--- config.mk ---
export PLATFORM = sky130hd
export DESIGN_NAME = mult_serial_frontend
export DESIGN_NICKNAME = d
export VERILOG_FILES = /design/src/rtl/mult_serial_frontend.sv
export SDC_FILE = /design/constraint.sdc
export NUM_CORES = 1
export LEC_CHECK = 0
export CORE_ASPECT_RATIO = 1.75
export CORE_UTILIZATION = 50
export DETAILED_ROUTE_END_ITERATION = 12
export PLACE_DENSITY = 0.88
export SLEW_MARGIN = 20
export SYNTH_ARGS = -nofsm -noshare
export SYNTH_HDL_FRONTEND = slang
export SYNTH_SLANG_ARGS = --single-unit
--- constraint.sdc ---
create_clock -name clk -period 2.55 [get_ports clk]
set_input_delay 0.255 -clock clk [delete_from_list [all_inputs] [get_ports clk]]
set_output_delay 0.255 -clock clk [all_outputs]
set_load 0.03 [all_outputs]
--- src/rtl/mult_serial_frontend.sv ---
// -----------------------------------------------------------------------------
// mult_serial_frontend
//
// Bus-side loader/unloader for the 16x16 shift-add multiplication unit.
// A 32-bit serial frame (a then b, MSB first) is shifted in. The operands are
// then held stable while mult_start stays high until the multiplier's result
// can be trusted. The 32-bit product is returned as a serial frame, MSB first.
//
// Ports:
//   clk, rst_n             clock, asynchronous active-low reset
//   rx_bit/rx_valid        serial operand input (ready/valid)
//   rx_ready               high only while receiving
//   tx_bit/tx_valid        serial product output (ready/valid)
//   tx_ready               bus accepts tx_bit this cycle
//   mult_a, mult_b         operands to the multiplier (change only in RECV)
//   mult_start             held high for the whole multiply
//   mult_c, mult_done      product and (sticky) done flag from the multiplier
//   busy                   high in RUN or SEND
//   timeout_err            sticky: last operation timed out
// -----------------------------------------------------------------------------
module mult_serial_frontend #(
    parameter int MIN_LAT = 34,
    parameter int TIMEOUT = 255,
    parameter int CNT_W   = 8
) (
    input  logic        clk,
    input  logic        rst_n,
    input  logic        rx_bit,
    input  logic        rx_valid,
    output logic        rx_ready,
    output logic        tx_bit,
    output logic        tx_valid,
    input  logic        tx_ready,
    output logic [15:0] mult_a,
    output logic [15:0] mult_b,
    output logic        mult_start,
    input  logic [31:0] mult_c,
    input  logic        mult_done,
    output logic        busy,
    output logic        timeout_err
);

    typedef enum logic [1:0] {
        ST_RECV = 2'd0,
        ST_RUN  = 2'd1,
        ST_SEND = 2'd2
    } state_t;

    localparam logic [CNT_W-1:0] L_MIN_LAT = CNT_W'(MIN_LAT);
    localparam logic [CNT_W-1:0] L_TIMEOUT = CNT_W'(TIMEOUT);
    localparam logic [CNT_W-1:0] L_CNT_MAX = {CNT_W{1'b1}};

    state_t             r_state;
    state_t             w_state_nxt;
    logic [4:0]         r_bit_cnt;
    logic [4:0]         w_bit_cnt_nxt;
    logic [CNT_W-1:0]   r_run_cnt;
    logic [CNT_W-1:0]   w_run_cnt_nxt;
    logic [15:0]        r_a;
    logic [15:0]        w_a_nxt;
    logic [15:0]        r_b;
    logic [15:0]        w_b_nxt;
    logic [31:0]        r_prod;
    logic [31:0]        w_prod_nxt;
    logic               r_timeout_err;
    logic               w_timeout_err_nxt;
    logic               r_rx_ready;
    logic               r_tx_valid;
    logic               r_mult_start;
    logic               r_busy;

    // Saturating increment of the RUN cycle counter.
    function automatic logic [CNT_W-1:0] sat_inc(input logic [CNT_W-1:0] v);
        logic [CNT_W-1:0] res;
        if (v != L_CNT_MAX) begin
            res = v + CNT_W'(1);
        end else begin
            res = v;
        end
        return res;
    endfunction

    // Next-state and datapath decode for the RECV/RUN/SEND sequencer.
    always_comb begin
        w_state_nxt       = r_state;
        w_bit_cnt_nxt     = r_bit_cnt;
        w_run_cnt_nxt     = r_run_cnt;
        w_a_nxt           = r_a;
        w_b_nxt           = r_b;
        w_prod_nxt        = r_prod;
        w_timeout_err_nxt = r_timeout_err;
        case (r_state)
            ST_RECV: begin
                // r_rx_ready is low during the first cycle out of reset, so no
                // bit can be taken before the block advertises readiness.
                if (rx_valid && r_rx_ready) begin
                    if (r_bit_cnt == 5'd0) begin
                        w_timeout_err_nxt = 1'b0;
                    end else begin
                        w_timeout_err_nxt = r_timeout_err;
                    end
                    // Bits 0-15 build a, bits 16-31 build b, first bit lands at [15].
                    if (r_bit_cnt[4] == 1'b0) begin
                        w_a_nxt = {r_a[14:0], rx_bit};
                    end else begin
                        w_b_nxt = {r_b[14:0], rx_bit};
                    end
                    if (r_bit_cnt == 5'd31) begin
                        w_state_nxt   = ST_RUN;
                        w_bit_cnt_nxt = 5'd0;
                        w_run_cnt_nxt = {CNT_W{1'b0}};
                    end else begin
                        w_bit_cnt_nxt = r_bit_cnt + 5'd1;
                    end
                end else begin
                    w_bit_cnt_nxt = r_bit_cnt;
                end
            end
            ST_RUN: begin
                w_run_cnt_nxt = sat_inc(r_run_cnt);
                // mult_done is sticky from the previous operation; only trust it
                // once enough cycles have elapsed. Done has priority over timeout.
                if (mult_done && (r_run_cnt >= L_MIN_LAT)) begin
                    w_prod_nxt  = mult_c;
                    w_state_nxt = ST_SEND;
                end else if (r_run_cnt == L_TIMEOUT) begin
                    w_prod_nxt        = 32'hFFFF_FFFF;
                    w_timeout_err_nxt = 1'b1;
                    w_state_nxt       = ST_SEND;
                end else begin
                    w_state_nxt = ST_RUN;
                end
            end
            ST_SEND: begin
                if (r_tx_valid && tx_ready) begin
                    w_prod_nxt = {r_prod[30:0], 1'b0};
                    if (r_bit_cnt == 5'd31) begin
                        w_state_nxt   = ST_RECV;
                        w_bit_cnt_nxt = 5'd0;
                    end else begin
                        w_bit_cnt_nxt = r_bit_cnt + 5'd1;
                    end
                end else begin
                    w_prod_nxt = r_prod;
                end
            end
            default: begin
                w_state_nxt   = ST_RECV;
                w_bit_cnt_nxt = 5'd0;
            end
        endcase
    end

    // State, counters, operand/product registers and registered control outputs.
    // Control outputs are decoded from the next state so they line up with the
    // state register while still reading 0 throughout reset.
    always_ff @(posedge clk or negedge rst_n) begin
        if (!rst_n) begin
            r_state       <= ST_RECV;
            r_bit_cnt     <= 5'd0;
            r_run_cnt     <= {CNT_W{1'b0}};
            r_a           <= 16'd0;
            r_b           <= 16'd0;
            r_prod        <= 32'd0;
            r_timeout_err <= 1'b0;
            r_rx_ready    <= 1'b0;
            r_tx_valid    <= 1'b0;
            r_mult_start  <= 1'b0;
            r_busy        <= 1'b0;
        end else begin
            r_state       <= w_state_nxt;
            r_bit_cnt     <= w_bit_cnt_nxt;
            r_run_cnt     <= w_run_cnt_nxt;
            r_a           <= w_a_nxt;
            r_b           <= w_b_nxt;
            r_prod        <= w_prod_nxt;
            r_timeout_err <= w_timeout_err_nxt;
            r_rx_ready    <= (w_state_nxt == ST_RECV);
            r_tx_valid    <= (w_state_nxt == ST_SEND);
            r_mult_start  <= (w_state_nxt == ST_RUN);
            r_busy        <= (w_state_nxt == ST_RUN) || (w_state_nxt == ST_SEND);
        end
    end

    assign rx_ready    = r_rx_ready;
    assign tx_valid    = r_tx_valid;
    assign tx_bit      = r_prod[31];
    assign mult_a      = r_a;
    assign mult_b      = r_b;
    assign mult_start  = r_mult_start;
    assign busy        = r_busy;
    assign timeout_err = r_timeout_err;

endmodule

# Yosys cells after proc, flatten, opt, wreduce, memory -nomap -nowiden
# Index checks and enable logic that the tools add are counted.
[totals]
register_bits = 84
latchBits = 0
mem_bits_rw = 0
rom_bits = 0
output_inout_bits = 38
elab_cells = 70
mem_count = 0
[op_classes]
add_sub_neg = 2
multipliers = 0
div_mod_pow = 0
order_cmp = 1
eq_ne = 15
shift = 0
muxes = 24
bitwise_logic = 2
n_reduce_logical = 15
[op_table]
columns = ["op", "n"]
rows = [
  ["$mux W32", 3],
  ["$pmux W32 S2", 1],
  ["$mux W8", 3],
  ["$pmux W8 S2", 1],
  ["$mux W5", 3],
  ["$pmux W5 S3", 1],
  ["$ne A2 B2 Y1 const B", 7],
  ["$mux W2", 6],
  ["$reduce_and A3 Y1", 4],
  ["$add A8 B1 Y8 const B", 1],
  ["$eq A8 B8 Y1 const B", 1],
  ["$ge A8 B6 Y1 const B", 1],
  ["$ne A8 B8 Y1 const B", 1],
  ["$pmux W2 S3", 1],
  ["$add A5 B1 Y5 const B", 1],
  ["$eq A5 B5 Y1 const B", 1],
  ["$logic_not A5 Y1", 1],
  ["$reduce_and A5 Y1", 1],
  ["$eq A2 B1 Y1 const B", 2],
  ["$eq A2 B2 Y1 const B", 2],
  ["$logic_not A2 Y1", 2],
  ["$mux W1", 4],
  ["$reduce_and A4 Y1", 1],
  ["$reduce_bool A2 Y1", 2],
  ["other kinds (5)", 8],
]

# Logic depth before layout (Yosys ltp)
# Gate-level depths: netlist of the first run.
[depth]
ltp_word = 6
mapped_depth = 8

# Worst setup path after synthesis of the first run
# Ideal clock, no wire load.
[synth_timing]
path_kind = "register -> register"
start = "reg r_bit_cnt[0]"
end = "reg r_run_cnt[3]"
setup_ns = 0.129
arrival_ns = 1.862
t_required_ns = 2.421
setup_slack_ns = 0.559
path_stages_with_launch = 9
path_buffers = 1
synth_period_minus_slack_ns = 1.991
path_cell_list = "dfrtp_1 ha_1 and3_1 ha_1 and3_1 o221ai_1 clkbuf_1 or3_1 a21oi_1"
[synth_via]
elab_chain_cells = 3
[synth_lines]
columns = ["element", "line_no", "rtl"]
rows = [
  ["start: declaration", "55", "logic [4:0] r_bit_cnt;"],
  ["start signal: assignment", "172", "r_bit_cnt <= w_bit_cnt_nxt;"],
  ["$eq A5 B5 Y1", "108", "if (r_bit_cnt == 5'd31) begin"],
  ["$ne A2 B2 Y1 (no source line)", "n/a", ""],
  ["$reduce_and A4 Y1 (no source line)", "n/a", ""],
  ["end signal: assignment", "161", "r_run_cnt <= {CNT_W{1'b0}};"],
  ["end signal: assignment", "173", "r_run_cnt <= w_run_cnt_nxt;"],
  ["end: declaration", "57", "logic [CNT_W-1:0] r_run_cnt;"],
]
# Every way passes these cells.
# A chain may end at the register's enable or synchronous reset.

# Final worst setup path of the first run
[layout_timing]
start = "reg r_bit_cnt[0]"
end = "reg r_run_cnt[5]"
# Same word-level chain as after synthesis.

==> results of run 1 <==
[layer usage]
metal | vias to the layer above | track usage
met5 | - | 0
met4 | 0 | 0.108
met3 | 17 | 0.0581
met2 | 70 | 0.358
met1 | 1332 | 0.234
li1 | 1294 | -
[layout make-up]
cell class              instances  area [um2]
fillers                       536        2310
flip-flops and latches         84        2100
multi-input cells             184        1490
repair buffers                 80         790
clock buffers                  12         256
inverters                      37         139
well taps                      86         108
clock inverters                 4        95.1
[through the flow]
| step | area (um2) | instances | util | setup slack, ns |
|---|---|---|---|---|
| 6_report | 4970 | 487 | 0.683 | 0.351 |
| 5_1_grt | 4970 | 487 | 0.683 | 0.145 |
| 4_1_cts | 4960 | 487 | 0.682 | 0.162 |
| 3_5_place_dp | 4610 | 471 | 0.633 | 0.178 |
| 3_3_place_gp | 4610 | 471 | 0.633 | 0.280 |
| 2_1_floorplan | 3810 | 321 | - | 0.559 |
[power by group]
group / internal (mW) / switching [mW] / total, mW / leakage (nW)
Clock: 1.01 / 0.490 / 1.50 / 0.173
Combinational: 0.361 / 0.400 / 0.761 / 1.12
Sequential: 1.50 / 0.121 / 1.63 / 1.04
[cell families after synthesis]
family / share of synthesized area
and+or+nand+nor: 0.0719
buffers and inverters: 0.0601
muxes: 0.176
AOI/OAI and AO/OA: 0.114
DFF: 0.552
adders and majority gates: 0.0263
[timing repair]
item / CTS / global route
hold buffers: 0 / 0
setup endpoints to repair: 0 / 4
gates resized for setup: 0 / 1
hold endpoints to repair: 0 / 0
[sequential cells by signal, summed over array words and instances (netlist names)]
name,cells
mult_b,16
mult_start,1
r_run_cnt,8
rx_ready,1
r_state,2
tx_valid,1
r_prod,32
mult_a,16
timeout_err,1
r_bit_cnt,5
busy,1
[path summary, 6_finish.rpt]
check	slack (ns)	end	from
max	0.35	r_run_cnt[5]	r_bit_cnt[0]
min	-0.05	mult_b[3]	rst_n
max reg2reg	0.35	r_run_cnt[5]	r_bit_cnt[0]
min reg2reg	0.51	mult_a[15]	mult_a[15]
max in group asynchronous	2.09	mult_b[14]	rst_n
min in group clk	0.51	mult_a[15]	mult_a[15]
[layout by cell type (no fill, tap or decap), drive strengths merged, types with 5 or more instances in the layout]
master	n
a21oi	8
buf	6
clkbuf	12
clkdlybuf4s50	74
dfrtp	84
ha	8
inv	37
mux2	32
mux2i	31
nand2	13
nand3	6
o21ai	10
o22ai	31
or4	5
==> results.cfg, run 1 <==
[detailed_routing]
first_iter_violations = 157
top_layer = met4
num_vias = 2713
drc = 0
wl_met1_mm = 3.05
wl_mm = 7.82
dr.pass1.iters = 4
drt.antenna.violating_nets = 0
post_drt_wl_per_cell_um = 16.1
viasPerCell = 5.57
routed-wl-met3_um = 367
wl_met2_mm = 4.17

[global_route]
grtUsageTotal = 0.213
grt_overflow_total = 0
grt_pass1_wl_mm = 12.8
grt_max_degree = 85
antenna_found_initial = 0
grt_pass1_vias = 2865

[floorplan]
rows = 41
die_area_um2 = 7990
chipWidth_um = 68.0
io_pins = 76
dieHeight_um = 117
core_area_um2 = 7280
initial_utilization = 0.523

[setup_path]
critical_path.max_fanout = 14
critPathKind = flop to flop
required_ns = 2.81
slowest_delay_ns = 0.52
start_kind = flop
cp-end-kind = flop
critPathTopFamily = simple AND/OR/NAND/NOR gates
crit_arrival_ns = 2.45
cp.depth = 7
timing.reg2reg.worst_path_depth = 7
cp_slowest_cell = or4_1
cp.buffers_inverters = 0
cp_cell_sequence = ha_1, and3_1, ha_1, and3_1, o221ai_2, or4_1, a21oi_1

[place]
port_buffers = 75
post-dp-hpwl_mm = 5.36
place.gp.congestion = 0.871

[sta]
finClkSkew_ns = 0.00621
slew_headroom = 0.509
fmaxAchievable_mhz = 455
tns_ns = 0
fin_hold_ws_ns = -0.0517
tightest_slew_ns = 0.736
fin_crit_sh = 0.862
hold_viol_final = 57
report.final.slew_viol_count = 0
fin_crit_ns = 2.20
setup_viol = 0
grt_setup_unrepaired = no

[finish]
areaGrowthSynthToFinish_pct = 30.6
drive_gt1_frac = 0.150
n_antenna_cell = 0
nets = 442

[yosys]
yosys_register_bits = 84
synth_common_cells = dfrtp_1, inv_1, mux2_2
synth_area_leaders = dfrtp_1, mux2_2, mux2i_1
synth_cell_types = 35
synth_top_flop_cell = dfrtp_1
synth.most_common_cell = dfrtp_1
syn-instance-count = 321
synth.top_cell.area_share = 0.552
synth_area_per_cell_um2 = 11.9
yosys.area.top_type = dfrtp_1
synth-edff-count = 0
syn_nets = 367
async_reset_ff_frac = 1.00
synth-seq-area-share = 0.552
ys.warnings.count = 0
syn_area_um2 = 3810

[clocking]
clockRootBuffer = clkbuf_16
clock_latency_ns = 0.33
tritoncts = built
cts.path.max_buffers = 2
cts_setup_buffers = 0
clkTransAtPathRegs_ns = 0.06
clkSinkCount = 84
numCtsBuffers = 9
htreeDepth = 3

[pwr]
power_density_nw_per_um2 = 781
peakVddDrop_v = 0.000598
p_leak_nw = 2.32
finalPower_mw = 3.89

[run]
timing.max_cap.violations = 0

[outcome]
status = finished, violations left
violations = hold timing

[worst_hold_path]
worstHoldPathType = input port to asynchronous set/reset pin
No activity file was read; power rests on OpenSTA's default activity.
==> inputs of run 2 (changes only) <==
--- a/config.mk
+++ b/config.mk
@@ -7,6 +7,7 @@
 export LEC_CHECK = 0
 export CORE_ASPECT_RATIO = 1.75
 export CORE_UTILIZATION = 50
+export CTS_CLUSTER_DIAMETER = 80
 export DETAILED_ROUTE_END_ITERATION = 12
 export PLACE_DENSITY = 0.88
 export SLEW_MARGIN = 20
==> constraint.sdc (replaced) <==
create_clock -name clk -period 2.3 [get_ports clk]
set_input_delay 0.23 -clock clk [delete_from_list [all_inputs] [get_ports clk]]
set_output_delay 0.23 -clock clk [all_outputs]
set_load 0.03 [all_outputs]
==> results.cfg, run 2 (same netlist as run 1, synthesis figures left out) <==
[global_route]
groute.layer.met1.usage = 0.231
grt_pass1_wl_mm = 12.9
grt_pass1_vias = 2835
grt_use_met3 = 0.0678
grt_overflow_total = 0
grtUsageTotal = 0.217
grt_max_degree = 49
grt_most_used_layer = met2
antenna_found_initial = 0
grtUsageMet2 = 0.366

[worst_hold_path]
worstHoldPathType = input port to asynchronous set/reset pin

[pwr]
power_density_nw_per_um2 = 832
p_leak_nw = 2.34
peakVddDrop_v = 0.000476

[floorplan]
chipWidth_um = 68.0
rows = 41
core_area_um2 = 7280
initial_utilization = 0.523
die_area_um2 = 7990
dieHeight_um = 117
io_pins = 76

[setup_path]
crit_arrival_ns = 2.35
r2r-start = r_bit_cnt[0]
cp_cell_sequence = ha_1, and3_1, ha_1, buf_4, and2_1, a31oi_1, inv_1, ha_1
required_ns = 2.52
cp_slowest_cell = dfrtp_1
cp-end-kind = flop
crit_top_cell = ha_1
ff2ff_setup_slack_ns = 0.17
critPathKind = flop to flop
reg2reg_to = mult_start
start_kind = flop
critical_path.max_fanout = 7
slowest_delay_ns = 0.42
timing.reg2reg.worst_path_depth = 8

[sta]
tightest_slew_ns = 0.538
finClkSkew_ns = 0.00396
report.final.slew_viol_count = 0
fmaxAchievable_mhz = 469
fin_crit_sh = 0.926
fin_crit_ns = 2.13
grt_setup_unrepaired = no
tns_ns = 0
setup_viol = 0
slew_headroom = 0.641
hold_viol_final = 0
fin_hold_ws_ns = 0.389

[run]
timing.max_cap.violations = 0

[clocking]
cts.path.max_buffers = 2
clock_latency_ns = 0.33
cts_resized = 0
numCtsBuffers = 9
clkSinkCount = 84
clkTransAtPathRegs_ns = 0.06
tritoncts = built
clockRootBuffer = clkbuf_16
htreeDepth = 3

[detailed_routing]
drt.antenna.violating_nets = 0
dr.pass1.iters = 4
viasPerCell = 5.54
num_vias = 2716
drc = 0
first_iter_violations = 169
post_drt_wl_per_cell_um = 16.3
wl_mm = 7.98

[finish]
final_cell_mix = dfrtp_1, clkdlybuf4s50_1, inv_1, mux2_2
fillers = 544
top_register = r_prod
areaGrowthSynthToFinish_pct = 31.2
fin_cells = 490
drive_gt1_frac = 0.151
area.sequential_um2 = 2100
n_antenna_cell = 0
layout_commonest_cell = dfrtp_1
largest_reg_flops = 32
multi_input_comb_area_um2 = 1480
nets = 446

[place]
post-dp-hpwl_mm = 5.57
dp_cells = 474
port_buffers = 75
place.gp.congestion = 0.880

[outcome]
status = finished, final reports clean
run 2: final cells by class:
| type | count | area share |
|---|---|---|
| Sequential cell | 84 | 0.420 |
| Multi-Input combinational cell | 184 | 0.296 |
| Timing Repair Buffer | 84 | 0.171 |
| Clock buffer | 11 | 0.0485 |
| Inverter | 37 | 0.0278 |
| Tap cell | 86 | 0.0215 |
| Clock inverter | 4 | 0.0148 |
run 2: power by group:
group | total (mW) | internal (mW) | switching [mW]
Combinational | 0.847 | 0.414 | 0.433
Clock | 1.51 | 0.974 | 0.535
Sequential | 1.80 | 1.67 | 0.135
run 2: metrics by stage:
step	util	setup WS [ns]	power, mW	instance area [um2]
2_1_floorplan	-	0.309	2.41	3810
3_3_place_gp	0.642	0.265	2.63	4670
3_5_place_dp	0.642	0.184	2.68	4670
4_1_cts	0.686	0.171	4.21	5000
5_1_grt	0.686	0.0246	4.37	5000
6_report	0.686	0.170	4.16	5000
run 2: worst max-delay path by stage:
stage,slack [ns],to,cells after the start,startpoint
6_report,0.17,mult_start,8,r_bit_cnt[0]
5_1_grt,0.02,mult_start,8,r_bit_cnt[0]
4_1_cts,0.17,mult_start,8,r_bit_cnt[0]
2_1_floorplan,0.31,r_run_cnt[3],8,r_bit_cnt[0]
3_5_place_dp,0.18,mult_start,8,r_bit_cnt[0]
3_3_place_gp,0.26,busy,7,r_run_cnt[0]
run 2: what timing repair did:
| action | CTS | global route |
|---|---|---|
| buffers inserted | 0 | 0 |
| endpoints found under the setup margin | 0 | 0 |
| endpoints found under the hold margin | 36 | 0 |
| hold buffers | 1 | 0 |
run 2: metal layers:
metal,up-vias,part of all wire
met5,-,0
met4,0,0.029
met3,18,0.049
met2,77,0.54
met1,1321,0.38
li1,1300,-
run 2: worst max-delay path: cells and delay by family, from the launching register on:
| family | cells | cell delay (ns) |
|---|---|---|
| adder cells (fa/ha/maj) | 3 | 0.64 |
| flip-flops | 1 | 0.42 |
| AND/OR/NAND/NOR | 2 | 0.40 |
| AO/OA/AOI/OAI | 1 | 0.30 |
| buffers and inverters | 2 | 0.26 |
==> inputs of run 3 (changes only) <==
--- a/config.mk
+++ b/config.mk
@@ -10,7 +10,6 @@
 export CTS_CLUSTER_DIAMETER = 80
 export DETAILED_ROUTE_END_ITERATION = 12
 export PLACE_DENSITY = 0.88
-export SLEW_MARGIN = 20
 export SYNTH_ARGS = -nofsm -noshare
 export SYNTH_HDL_FRONTEND = slang
 export SYNTH_SLANG_ARGS = --single-unit
==> results of run 3 <==
Final layout, timing and power as in run 2 (identical DEF).
